<file path="config.mk">
export PLATFORM = sky130hd
export DESIGN_NAME = uart_rx_axis
export DESIGN_NICKNAME = d
export VERILOG_FILES = /design/src/rtl/uart_rx_axis.sv
export SDC_FILE = /design/constraint.sdc
export NUM_CORES = 1
export LEC_CHECK = 0
export CORE_AREA = 2 2 63 80
export DETAILED_ROUTE_END_ITERATION = 8
export DIE_AREA = 0 0 65 82
export PLACE_DENSITY_LB_ADDON = 0.08
export SLEW_MARGIN = 20
export SYNTH_ARGS = -nofsm -noshare
export SYNTH_HDL_FRONTEND = slang
export SYNTH_SLANG_ARGS = --single-unit
</file>
<file path="constraint.sdc">
create_clock -name clk -period 1.8 [get_ports clk]
set_input_delay 0.27 -clock clk [delete_from_list [all_inputs] [get_ports clk]]
set_output_delay 0.27 -clock clk [all_outputs]
set_load 0.03 [all_outputs]
</file>
<file path="src/rtl/uart_rx_axis.sv">
// uart_rx_axis
// UART receiver (8N1 framing, LSB first) driving an AXI-Stream master port.
// A 2-flop synchroniser brings the line into the clock domain. Each bit is
// sampled at its midpoint, and a start bit that does not last half a bit
// period is treated as a glitch. A single output register holds each byte
// until the downstream side accepts it.
//
// Ports
//   clk           system clock, rising edge
//   rst_n         asynchronous active-low reset
//   rx_in         serial input, asynchronous to clk, idle high
//   m_axis_ready  downstream ready
//   m_axis_valid  received byte available
//   m_axis_data   received byte (held stable while valid and not accepted)
//   frame_err     1-cycle pulse when the stop bit is sampled low
//   overrun       1-cycle pulse when a byte completes while the output is full;
//                 that new byte is dropped
//
// State table
//   IDLE  | waiting for a falling edge on the synchronised line
//   START | timing to the middle of the start bit to confirm it
//   DATA  | sampling WIDTH data bits, LSB first
//   STOP  | sampling the stop bit; deliver the byte or flag a framing error
//   BREAK | line held low after a framing error; wait for it to return high

module uart_rx_axis #(
  parameter int WIDTH        = 8,
  parameter int CLKS_PER_BIT = 868
) (
  input  logic             clk,
  input  logic             rst_n,
  input  logic             rx_in,
  input  logic             m_axis_ready,
  output logic             m_axis_valid,
  output logic [WIDTH-1:0] m_axis_data,
  output logic             frame_err,
  output logic             overrun
);

  localparam int CNT_W = $clog2(CLKS_PER_BIT);
  localparam int IDX_W = (WIDTH > 1) ? $clog2(WIDTH) : 1;
  localparam int HALF  = CLKS_PER_BIT / 2;

  localparam logic [CNT_W-1:0] HALF_M1  = CNT_W'(HALF - 1);
  localparam logic [CNT_W-1:0] BIT_M1   = CNT_W'(CLKS_PER_BIT - 1);
  localparam logic [IDX_W-1:0] IDX_LAST = IDX_W'(WIDTH - 1);

  typedef enum logic [2:0] {
    IDLE  = 3'd0,
    START = 3'd1,
    DATA  = 3'd2,
    STOP  = 3'd3,
    BREAK = 3'd4
  } state_t;

  state_t           state;
  logic             sync_1;
  logic             rx_s;
  logic [CNT_W-1:0] cnt;
  logic [IDX_W-1:0] bit_idx;
  logic [WIDTH-1:0] shift;

  // Both flops reset high so that reset does not look like a start edge.
  always_ff @(posedge clk or negedge rst_n) begin
    if (!rst_n) begin
      sync_1 <= 1'b1;
      rx_s   <= 1'b1;
    end else begin
      sync_1 <= rx_in;
      rx_s   <= sync_1;
    end
  end

  always_ff @(posedge clk or negedge rst_n) begin
    if (!rst_n) begin
      state        <= IDLE;
      cnt          <= '0;
      bit_idx      <= '0;
      shift        <= '0;
      m_axis_valid <= 1'b0;
      m_axis_data  <= '0;
      frame_err    <= 1'b0;
      overrun      <= 1'b0;
    end else begin
      frame_err <= 1'b0;
      overrun   <= 1'b0;

      // A completed byte in STOP below overrides this clear. That lets a new
      // byte load in the same cycle as a handshake.
      if (m_axis_valid && m_axis_ready) begin
        m_axis_valid <= 1'b0;
      end

      case (state)
        IDLE: begin
          cnt <= '0;
          if (!rx_s) begin
            state <= START;
          end
        end

        START: begin
          if (cnt == HALF_M1) begin
            cnt     <= '0;
            bit_idx <= '0;
            state   <= rx_s ? IDLE : DATA;
          end else begin
            cnt <= cnt + 1'b1;
          end
        end

        DATA: begin
          if (cnt == BIT_M1) begin
            cnt            <= '0;
            shift[bit_idx] <= rx_s;
            if (bit_idx == IDX_LAST) begin
              state <= STOP;
            end else begin
              bit_idx <= bit_idx + 1'b1;
            end
          end else begin
            cnt <= cnt + 1'b1;
          end
        end

        STOP: begin
          if (cnt == BIT_M1) begin
            cnt <= '0;
            if (rx_s) begin
              state <= IDLE;
              if (!m_axis_valid || m_axis_ready) begin
                m_axis_valid <= 1'b1;
                m_axis_data  <= shift;
              end else begin
                overrun <= 1'b1;
              end
            end else begin
              frame_err <= 1'b1;
              state     <= BREAK;
            end
          end else begin
            cnt <= cnt + 1'b1;
          end
        end

        BREAK: begin
          cnt <= '0;
          if (rx_s) begin
            state <= IDLE;
          end
        end

        default: begin
          state <= IDLE;
          cnt   <= '0;
        end
      endcase
    end
  end

endmodule
</file>
==> After elaboration in Yosys (flattened, before gate mapping) <==
Index checks and enable logic that the tools add are counted.
{ "classes": {"add_sub_neg": 2, "mul": 0, "n_div": 0, "n_lt_le_gt_ge": 2, "eq_ne": 14, "shifts": 0, "muxes": 31, "bitwise": 0, "n_reduce_logical": 11} }
{ "ops": {"columns": ["cell", "count"], "rows": [
  ["2-to-1 mux 3 bit", 10],
  ["2-to-1 mux 10 bit", 2],
  ["case mux 10 bit (2 select lines)", 1],
  ["case mux 3 bit (5 select lines)", 1],
  ["inequality test 2 bit (second input constant)", 7],
  ["2-to-1 mux 1 bit", 13],
  ["adder 10 x 1 -> 10 bit (second input constant)", 1],
  ["equality test 10 bit (second input constant)", 1],
  ["equality test 10 x 9 -> 1 bit (second input constant)", 1],
  ["bitwise mux 8 bit", 1],
  ["AND reduction 4 bit", 2],
  ["equality test 3 x 2 -> 1 bit (second input constant)", 2],
  ["equality test 3 bit (second input constant)", 2],
  ["case mux 3 bit (2 select lines)", 1],
  ["AND reduction 6 bit", 1],
  ["< comparator 3 x 4 -> 1 bit (second input constant)", 1],
  ["adder 3 x 1 -> 3 bit (second input constant)", 1],
  ["demux 1 bit (select 3 bit)", 1],
  ["equality test 3 x 1 -> 1 bit (second input constant)", 1],
  ["greater-or-equal comparator 3 x 1 -> 1 bit (second input constant)", 1],
  ["logical NOT 3 bit", 1],
  ["logical AND 1 bit", 2],
  ["2-to-1 mux 2 bit", 1],
  ["AND reduction 2 bit", 1],
  ["4 further kinds", 4]
]} }
{ "word_totals": {"regBits": 37, "latchBits": 0, "ram_bits": 0, "mem_bits_ro": 0, "inputBits": 4, "output_inout_bits": 11, "elab_cells": 70, "n_memories": 0} }

==> Depth between registers and ports, before layout <==
Gate-level depths: netlist of the first run.
{ "depth": {"depth_word": 6, "ltp_mapped": 6, "depth_no_buf": 6} }

==> Worst setup path after synthesis of the first run <==
No wires, ideal clock.
{ "synth_path": {"kind": "reg2reg", "start": "register cnt[0]", "end": "register m_axis_data[0]", "setup_time_ps": 125, "arrival_ps": 1617, "t_required_ps": 1675, "path_slack_ps": 58, "stages_incl_launch_ff": 7, "path_buffers": 1, "period_less_slack_ps": 1742, "cell_sequence": "dfrtp_1 -> ha_1 -> and4bb_1 -> and3_1 -> buf_6 -> nand3_4 -> mux2_4"} }
{ "synth_between": {"elab_chain_cells": 2} }
{ "synth_lines": {"columns": ["element", "line_no", "rtl"], "rows": [
  ["from (decl)", "59", "logic [CNT_W-1:0] cnt;"],
  ["from (signal assigned)", "108", "cnt <= cnt + 1'b1;"],
  ["from (signal assigned)", "122", "cnt <= cnt + 1'b1;"],
  ["from (signal assigned)", "142", "cnt <= cnt + 1'b1;"],
  ["equality test 10 bit", "127", "if (cnt == BIT_M1) begin"],
  ["AND reduction 4 bit (no line)", null, null],
  ["to (signal assigned)", "133", "m_axis_data <= shift;"],
  ["to (decl)", "35", "output logic [WIDTH-1:0] m_axis_data,"]
]} }
No other way between the ends.
A chain may end at the register's enable or synchronous reset.

==> Worst setup path in the final report of the first run <==
{ "layout_path": {"start": "register cnt[1]", "end": "register state[1]"} }
{ "layout_between": {"elab_chain_cells": 3, "elab_cells_between_ends": 6, "classes_between": "eq/ne (5); reduce/logical (1)"} }
{ "layout_lines": {"columns": ["element", "line_no", "rtl"], "rows": [
  ["equality test 10 bit or equality test 10 x 9 -> 1 bit (tied branches)", "113, 127, 103", null],
  ["inequality test 2 bit (no line)", null, null],
  ["AND reduction 6 bit (no line) (*)", null, null],
  ["to (signal assigned)", "106", "state <= rx_s ? IDLE : DATA;"],
  ["to (decl)", "56", "state_t state;"]
]} }
Every way passes the cells marked *; elsewhere a longest branch is shown, timed or not.

==> metrics.cfg, run 1 <==
[drt]
drt-initial-drc-count=14
wl_per_cell_um=13.60
wirelength_um=3428
first_pass_iters=4
vias=1261
final_antenna_net_count=0
vias_per_cell=5.004
drc=0

[placed_design]
dp.cells=242
port-buffer-count=14
place_area_sq_um=2136
place_congestion=0.8902
dpl.hpwl_um=2549

[grt]
gr-total-overflow=0
antenna_found_initial=0
grt_max_degree=24
grt_pass1_wl_um=5851
track_usage_pct=14.62
first_global_vias=1273

[floorplanning]
die_h_um=82
core_area_sq_um=4589
dieArea_sq_um=5330
chipWidth_um=65
initial_core_util_pct=39.18
rows=28
io_pins=15

[clocking]
clkSinkCount=37
cts_buffers=5
clk_latency_ns=0.29
clk_pin_slew_ns=0.07
htreeDepth=2
tritoncts=done
cts_root_buffer=clkbuf_8
cts_max_path_buffers=2

[cells_and_area]
drive_gt1_share_pct=32.29
fin_cells=252
antennaDiodeCount=0
fillers=426
seq_area_sq_um=928.4
syn2layout_area_growth_pct=29.37
fin_nets=199
fin_area_sq_um=2326
multi_input_area_sq_um=879.6

[setup_path]
crit_required_ns=2.01
cp_slowest_stage_delay_ns=0.48
cp_cell_sequence=buf_4, inv_1, ha_1, nor2b_4, nand3_2, or4b_1, a21oi_1
r2r_end=state[1]
crit_fanout=3
critPathSlowestCell=or4b_1
r2r-start=cnt[1]
critPathArrivalTime_ns=1.95
worstSetupPathType=register to register
endpoint_kind=register
worstSetupStartpointType=register
ff2ff_setup_slack_ns=0.06
reg2reg_depth=7

[timing]
finalClockSkew_ns=0.004939
worstMarginPinSlew_ns=0.3819
relSlewSlack_pct=74.54
slew_violations=0
fin_crit_sh_pct=96.68
final_hold_viol_count=0
holdWs_ns=0.3589
finalCriticalPeriod_ns=1.740
setup_viol=0
timing.fmax_mhz=574.6

[power_and_ir_drop]
irDropWorstVdd_mv=0.3538
p_per_area_nw_per_um2=686.2
power_mw=1.596
power_leakage_nw=1.051

[synth]
yosys-top-cells-area=dfrtp_1, mux2_4, mux2_2
synth_area_sq_um=1798
ys_ff_latch=37
yosys_warnings=0
syn_nets=161
synth.distinct_cells=39
synth.yosys.seq_area_share_pct=51.64
syn_area_per_cell_sq_um=11.75
synthCells=153
synth_top_cell_by_area=dfrtp_1
synth_top_area_share_pct=48.71

[worst_hold_path]
hp-start=sync_1
holdPathStages=0
holdCritPathClass=register to register
hold-path-endpoint=rx_s

[outcome]
status=completed

[flow_run]
drv_cap=0

## worst max-delay path by stage
| stage | from | end | slack, ns | depth (start not counted) |
|---|---|---|---|---|
| global placement | cnt[0] | cnt[3] | 0.03 | 6 |
| global route | cnt[1] | state[1] | -0.02 | 7 |
| floorplan | cnt[0] | m_axis_data[0] | 0.06 | 6 |
| CTS | cnt[0] | shift[5] | 0.03 | 6 |
| detailed placement | cnt[0] | cnt[7] | -0.12 | 6 |
| finish | cnt[1] | state[1] | 0.06 | 7 |
## sequential cells by signal, summed over array words and instances (netlist names)
| signal | cells |
|---|---|
| overrun | 1 |
| m_axis_valid | 1 |
| frame_err | 1 |
| rx_s | 1 |
| state | 3 |
| shift | 8 |
| bit_idx | 3 |
| cnt | 10 |
| sync_1 | 1 |
| m_axis_data | 8 |
## Yosys cell counts, drive strengths merged
| cell type | count |
|---|---|
| a21boi | 1 |
| a21oi | 3 |
| a221oi | 1 |
| a2bb2oi | 2 |
| a31oi | 1 |
| and2 | 1 |
| and3 | 3 |
| and4b | 1 |
| and4bb | 1 |
| buf | 3 |
| clkbuf | 1 |
| dfrtp | 35 |
| dfstp | 2 |
| ha | 4 |
| inv | 5 |
| mux2 | 17 |
| mux2i | 2 |
| nand2 | 8 |
| nand2b | 2 |
| nand3 | 6 |
| nand4 | 10 |
| nor2 | 19 |
| nor2b | 2 |
| nor3 | 7 |
| nor3b | 3 |
| nor4b | 1 |
| o21ai | 2 |
| or4b | 1 |
| xnor2 | 5 |
| xor2 | 4 |
## cells in the final DEF (no fill, tap or decap), types with 2 or more instances in the layout
master | Yosys | routed
inv_1 | 5 | 5
mux2_2 | 8 | 8
xor2_1 | 4 | 4
nor2_1 | 19 | 19
and3_1 | 3 | 2
nand2b_1 | 2 | 2
nand4_1 | 10 | 10
nor3_2 | 0 | 4
dfrtp_1 | 35 | 35
nor3b_2 | 1 | 2
mux2i_1 | 2 | 2
clkdlybuf4s50_1 | 0 | 13
nand2_1 | 8 | 8
nor3_1 | 7 | 3
dfstp_2 | 2 | 2
ha_1 | 4 | 3
buf_4 | 1 | 19
nand3_1 | 5 | 4
o21ai_0 | 2 | 2
a21oi_1 | 2 | 2
clkbuf_8 | 0 | 6
mux2_4 | 8 | 8
xnor2_1 | 5 | 5
## metrics by stage
stage	utilization [%]	setup TNS (ns)	setup slack [ns]
5_1_grt	50.68	-0.02166	-0.02166
6_report	50.68	0	0.05979
3_3_place_gp	46.54	0	0.02800
2_1_floorplan	-	0	0.05817
3_5_place_dp	46.54	-0.9049	-0.1168
4_1_cts	49.81	0	0.02851
## cell families after synthesis
family                   synth area share [%]
buffers and inverters                   2.575
XOR/XNOR                                4.384
AND/OR/NAND/NOR                         21.02
adder cells (fa/ha/maj)                 2.784
AO/OA/AOI/OAI                           4.176
multiplexers                            13.43
flip-flops                              51.64
## metal layers
| metal | share of wire, % | track usage, % | wire (um) | up-vias |
|---|---|---|---|---|
| met4 | 2.1 | 6.383 | 71 | 0 |
| li1 | - | - | - | 614 |
| met3 | 3.2 | 4.247 | 111 | 8 |
| met5 | 0 | 0 | 0 | - |
| met1 | 40 | 17.09 | 1388 | 622 |
| met2 | 54 | 24.95 | 1857 | 17 |
## worst max-delay path: cells and delay by family (launching register included)
kind / cells / cell delay, ns
AOI/OAI and AO/OA: 1 / 0.15
adders and majority gates: 1 / 0.15
buffers and inverters: 2 / 0.20
DFF: 1 / 0.39
and+or+nand+nor: 3 / 0.77
## power breakdown
| part | switching, mW | internal (mW) |
|---|---|---|
| Sequential | 0.00498 | 0.835 |
| Combinational | 0.0177 | 0.0111 |
| Clock | 0.275 | 0.451 |
## timing repair
action | 4_1_cts | 5_1_grt
setup endpoints to repair | 19 | 17
gates resized for setup | 5 | 8
buffers inserted | 0 | 1
hold endpoints to repair | 14 | 0
hold buffers | 1 | 0
pin swaps | 0 | 0
## final cells by class
type | instances | area share, %
flip-flops and latches | 37 | 39.91
repair buffers | 35 | 13.23
multi-input cells | 107 | 37.82
clock inverters | 1 | 1.291
clock buffers | 7 | 3.712
inverters | 5 | 0.8069
well taps | 60 | 3.228
No activity file was read; power rests on OpenSTA's default activity.
==> run 2, diff against run 1 <==
==> config.mk (replaced) <==
export PLATFORM = sky130hd
export DESIGN_NAME = uart_rx_axis
export DESIGN_NICKNAME = d
export VERILOG_FILES = /design/src/rtl/uart_rx_axis.sv
export SDC_FILE = /design/constraint.sdc
export NUM_CORES = 1
export LEC_CHECK = 0
export CORE_AREA = 10 10 71 88
export DETAILED_ROUTE_END_ITERATION = 8
export DIE_AREA = 0 0 81 98
export PLACE_DENSITY_LB_ADDON = 0.08
export SYNTH_ARGS = -nofsm -noshare
export SYNTH_HDL_FRONTEND = slang
export SYNTH_SLANG_ARGS = --single-unit
==> run 2 against run 1 <==
Effect of this change: sequential power hardly changed; register-to-register slack about the same; power up 8.6%; critical endpoint is now shift[1]; largest power group is now the clock network; highest routed layer unchanged.
==> metrics.cfg, run 2 (synthesis gave the netlist of run 1 again) <==
[outcome]
status=completed

[floorplanning]
chipWidth_um=81  ; +25%
core_area_sq_um=4624  ; +0.76%
dieArea_sq_um=7938  ; +49%
rows=28  ; unchanged
die_h_um=98  ; +20%
initial_core_util_pct=38.88  ; -0.30 points
io_pins=15  ; unchanged

[placed_design]
pre_cts_ws_ns=-0.02476  ; +0.09199 ns
port-buffer-count=14  ; unchanged
dp.cells=241  ; -0.41%
place_area_sq_um=2116  ; -0.94%
dpl.hpwl_um=2675  ; +4.9%
place_congestion=0.8859  ; -0.48%

[power_and_ir_drop]
irDropWorstVdd_mv=0.4895  ; +38%
pwr-share-seq_pct=48.4  ; -4.3 points
power_leakage_nw=1.044  ; -0.67%
internal_power_mw=1.399  ; +7.8%
pwr-share-clk_pct=50.2  ; +4.7 points
power_switching_mw=0.3344  ; +12%
p_comb_share_pct=1.4  ; -0.4 points
p_sw_share_pct=19.29  ; +0.61 points
power_mw=1.734  ; +8.6%
p_per_area_nw_per_um2=747.9  ; +9.0%

[grt]
grt_pass1_wl_um=6334  ; +8.3%
antenna_found_initial=0  ; unchanged
track_usage_pct=9.982  ; -4.6 points
gr-total-overflow=0  ; unchanged
grt_max_degree=38  ; +58%
first_global_vias=1336  ; +4.9%

[drt]
wl_met1_um=1523  ; +9.7%
wl_per_cell_um=14.76  ; +8.5%
vias_per_cell=4.984  ; -0.40%
first_pass_iters=4  ; unchanged
drt-initial-drc-count=45  ; +31
wl_met2_um=1954  ; +5.2%
vias=1246  ; -1.2%
wl_met3_um=143  ; +29%
highest_layer=met4
drc=0  ; unchanged
wirelength_um=3691  ; +7.7%
final_antenna_net_count=0  ; unchanged

[clocking]
cts_root_buffer=clkbuf_8
cts_max_path_buffers=2  ; unchanged
tritoncts=done
htreeDepth=2  ; unchanged
clk_pin_slew_ns=0.08  ; about the same
clk_latency_ns=0.30  ; about the same
cts_buffers=5  ; unchanged
clkSinkCount=37  ; unchanged
postCtsHoldBufs=0  ; -1

[timing]
relSlewSlack_pct=67.84  ; -6.7 points
setup_viol=0  ; unchanged
finalClockSkew_ns=0.009776  ; +0.004838 ns
worstMarginPinSlew_ns=0.4824  ; +0.1004 ns
rsz0062_at_grt=true
fin_crit_sh_pct=96.05  ; -0.63 points
setup_slack_ns=0.07107  ; +0.01127 ns
finalCriticalPeriod_ns=1.729  ; -0.01127 ns
slew_violations=0  ; unchanged
final_hold_viol_count=0  ; unchanged
holdWs_ns=0.003679  ; -0.3552 ns
tns_ns=0  ; unchanged
timing.fmax_mhz=578.4  ; +0.65%

[cells_and_area]
fillers=423  ; -0.70%
fin_area_sq_um=2318  ; -0.32%
syn2layout_area_growth_pct=28.95
fin_util_pct=50.14  ; -0.55 points
reg_top3=cnt x10, m_axis_data x8, shift x8
multi_input_area_sq_um=875.8  ; -0.43%
seq_area_sq_um=929.6  ; +0.13%
final_common_cell=dfrtp_1
drive_gt1_share_pct=33.16  ; +0.87 points
largest-register=cnt
antennaDiodeCount=0  ; unchanged
fin_nets=197  ; -1.0%
most-common-layout-cells=dfrtp_1, nor2_1, buf_4
largest_reg_flops=10  ; unchanged
fin_cells=250  ; -0.79%

[setup_path]
crit_required_ns=1.98  ; -0.03 ns
endpoint_kind=register
worstSetupPathType=register to register
crit_fanout=6  ; +3
worstSetupStartpointType=register
critPathArrivalTime_ns=1.91  ; -0.04 ns

[flow_run]
drv_cap=0  ; unchanged

[worst_hold_path]
holdCritPathClass=input pin to asynchronous set/reset pin

==> run 2: cell types whose count changed in the layout (fill, tap and decap cells not counted), sizes merged <==
| cell | previous run | this run |
|---|---|---|
| buf | 21 | 20 |
| bufinv | 1 | 2 |
| clkbuf | 7 | 5 |
| dlygate4sd3 | 1 | 0 |
| inv | 5 | 6 |
==> run 2: power groups by stage <==
| stage | registers (mW) | logic, mW | clock network, mW |
|---|---|---|---|
| finish | 0.840 | 0.0237 | 0.870 |
| global route | 0.841 | 0.0273 | 0.935 |
| CTS | 0.840 | 0.0253 | 0.893 |
| detailed placement | 0.856 | 0.0254 | 0 |
| global placement | 0.856 | 0.0244 | 0 |
| floorplan | 0.853 | 0.00348 | 0 |
==> run 2: final timing paths <==
path,from,end,slack (ns),depth (start not counted)
worst max-delay path,cnt[0],shift[1],0.07,6
worst min-delay path,rst_n,shift[3],0.004,2
worst max register to register,cnt[0],shift[1],0.07,6
worst min register to register,sync_1,rx_s,0.36,0
max in group asynchronous,rst_n,sync_1,1.42,2
min in group clk,sync_1,rx_s,0.36,0
==> run 2: repair_timing <==
item                                    in CTS  in global routing
resized for setup                            2                 14
gates cloned                                 0                  0
pin swaps                                    0                  1
endpoints found under the setup margin       8                 19
setup buffers                                0                  1
==> run 2: final cells by class <==
cell class	count	area share [%]
clock buffers	5	2.968
inverters	5	0.8095
repair buffers	33	12.14
flip-flops and latches	37	40.10
clock inverters	3	2.968
multi-input cells	107	37.78
well taps	60	3.238
==> run 2: layer usage <==
metal	up-vias	GRT usage (%)
met2	14	16.58
met5	-	0
met3	6	2.844
met4	0	4.406
met1	613	11.46
li1	613	-
==> run 2: worst max-delay path, stage by stage (launching register included) <==
cell      delay, ns
dfrtp_1        0.36
ha_2           0.18
and4bb_2       0.29
and3_4         0.24
buf_6          0.12
nand4_1        0.11
mux2_4         0.32
==> run 3, diff against run 2 <==
--- a/config.mk
+++ b/config.mk
@@ -9,6 +9,7 @@
 export DETAILED_ROUTE_END_ITERATION = 8
 export DIE_AREA = 0 0 81 98
 export PLACE_DENSITY_LB_ADDON = 0.08
+export SKIP_LAST_GASP = 1
 export SYNTH_ARGS = -nofsm -noshare
 export SYNTH_HDL_FRONTEND = slang
 export SYNTH_SLANG_ARGS = --single-unit
==> run 3 against run 2 <==
Effect of this change: first-iteration DRC count grew 24%; worst setup slack is essentially flat; power is essentially flat; final area shrank 0.43%; core utilization shrank 0.22 points; highest routed layer unchanged.
==> metrics.cfg, run 3 (synthesis gave the netlist of run 1 again) <==
[clocking]
cts_max_path_buffers=2  ; unchanged
cts_buffers=5  ; unchanged
clkSinkCount=37  ; unchanged
htreeDepth=2  ; unchanged
cts_root_buffer=clkbuf_8
clk_latency_ns=0.30  ; about the same
clk_pin_slew_ns=0.07  ; about the same
tritoncts=done

[drt]
highest_layer=met4
drc=0  ; unchanged
wl_met3_um=138  ; -3.5%
first_pass_iters=4  ; unchanged
drt-initial-drc-count=56  ; +24%
wl_per_cell_um=14.69  ; -0.51%
wl_met2_um=1959  ; +0.26%
final_antenna_net_count=0  ; unchanged
vias=1246  ; unchanged
wirelength_um=3672  ; -0.51%
vias_per_cell=4.984  ; unchanged
wl_met1_um=1503  ; -1.3%

[outcome]
status=completed

[grt]
first_global_vias=1336  ; unchanged
antenna_found_initial=0  ; unchanged
gr-total-overflow=0  ; unchanged
grt_max_degree=38  ; unchanged
track_usage_pct=9.982  ; unchanged
grt_pass1_wl_um=6334  ; unchanged

[floorplanning]
core_area_sq_um=4624  ; unchanged
io_pins=15  ; unchanged
die_h_um=98  ; unchanged
initial_core_util_pct=38.88  ; unchanged
rows=28  ; unchanged
chipWidth_um=81  ; unchanged
dieArea_sq_um=7938  ; unchanged

[setup_path]
endpoint_kind=register
critPathArrivalTime_ns=1.91  ; about the same
crit_fanout=8  ; +2
worstSetupPathType=register to register
ff2ff_setup_slack_ns=0.07  ; about the same
crit_required_ns=1.98  ; about the same
reg2reg_depth=5  ; -1
worstSetupStartpointType=register

[cells_and_area]
fillers=423  ; unchanged
fin_nets=197  ; unchanged
most-common-layout-cells=dfrtp_1, nor2_1, buf_4
syn2layout_area_growth_pct=28.39
fin_util_pct=49.92  ; -0.22 points
fin_area_sq_um=2308  ; -0.43%
largest-register=cnt
antennaDiodeCount=0  ; unchanged
final_common_cell=dfrtp_1
reg_top3=cnt x10, m_axis_data x8, shift x8
drive_gt1_share_pct=31.58  ; -1.6 points
largest_reg_flops=10  ; unchanged

[power_and_ir_drop]
p_per_area_nw_per_um2=750.7  ; +0.38%
irDropWorstVdd_mv=0.4883  ; -0.25%
power_mw=1.733  ; about the same
power_leakage_nw=1.042  ; -0.16%

[timing]
worstMarginPinSlew_ns=0.4723  ; -0.01000 ns
relSlewSlack_pct=68.51  ; +0.67 points
final_hold_viol_count=0  ; unchanged
setup_viol=0  ; unchanged
finalCriticalPeriod_ns=1.729  ; +0.0002776 ns
slew_violations=0  ; unchanged
timing.fmax_mhz=578.3  ; about the same
finalClockSkew_ns=0.008125  ; -0.001652 ns
fin_crit_sh_pct=96.07  ; about the same
rsz0062_at_grt=true

[placed_design]
dpl.hpwl_um=2675  ; unchanged
place_congestion=0.8859  ; unchanged
place_area_sq_um=2116  ; unchanged
port-buffer-count=14  ; unchanged

[worst_hold_path]
holdCritPathClass=input pin to asynchronous set/reset pin

[flow_run]
drv_cap=0  ; unchanged

run 3: cell counts in the layout (fill, tap and decap cells not counted):
No cell type changed its count.
run 3: critical path, stage by stage, from the launching register on:
cell,delay (ns)
dfrtp_1,0.46
buf_4,0.18
nor2b_1,0.19
and3_1,0.24
nand3_4,0.19
mux2_4,0.35
run 3: area by class of cell:
| type | count | area, sq um | share of cell area, % |
|---|---|---|---|
| Multi-Input combinational cell | 107 | 865.8 | 37.51 |
| Clock inverter | 3 | 68.82 | 2.981 |
| Tap cell | 60 | 75.07 | 3.252 |
| Timing Repair Buffer | 33 | 281.5 | 12.20 |
| Sequential cell | 37 | 929.6 | 40.27 |
| Clock buffer | 5 | 68.82 | 2.981 |
| Inverter | 5 | 18.77 | 0.8130 |
run 3: path summary, 6_finish.rpt:
kind | from | to
max | state[2] | m_axis_data[6]
min | rst_n | m_axis_valid
max reg2reg | state[2] | m_axis_data[6]
min reg2reg | sync_1 | rx_s
max in group asynchronous | rst_n | sync_1
min in group clk | sync_1 | rx_s
run 3: metrics by stage:
stage	std cells	hold slack, ns	TNS, ns	setup slack (ns)
after floorplan	153	-0.02559	0	0.05817
after global placement	241	0.3389	0	0.03082
after detailed placement	241	0.3469	-0.05919	-0.02476
after CTS	249	0.02267	0	0.01649
after global routing	250	0.04141	-0.1349	-0.06665
final	250	0.008299	0	0.07079
run 3: timing repair:
action | in CTS | in global routing
setup endpoints to repair | 8 | 19
pin swaps | 0 | 1
setup buffers | 0 | 1
hold buffers | 0 | 0
resized for setup | 2 | 11
run 3: power breakdown:
group / internal, mW / switching (mW)
Sequential: 0.835 / 0.00493
Clock: 0.558 / 0.312
Combinational: 0.00686 / 0.0166
Total: 1.40 / 0.334
run 3: metal layers:
| layer | vias up | GRT usage, % |
|---|---|---|
| met5 | - | 0 |
| met2 | 12 | 16.58 |
| met3 | 6 | 2.844 |
| met4 | 0 | 4.406 |
| met1 | 614 | 11.46 |
| li1 | 614 | - |
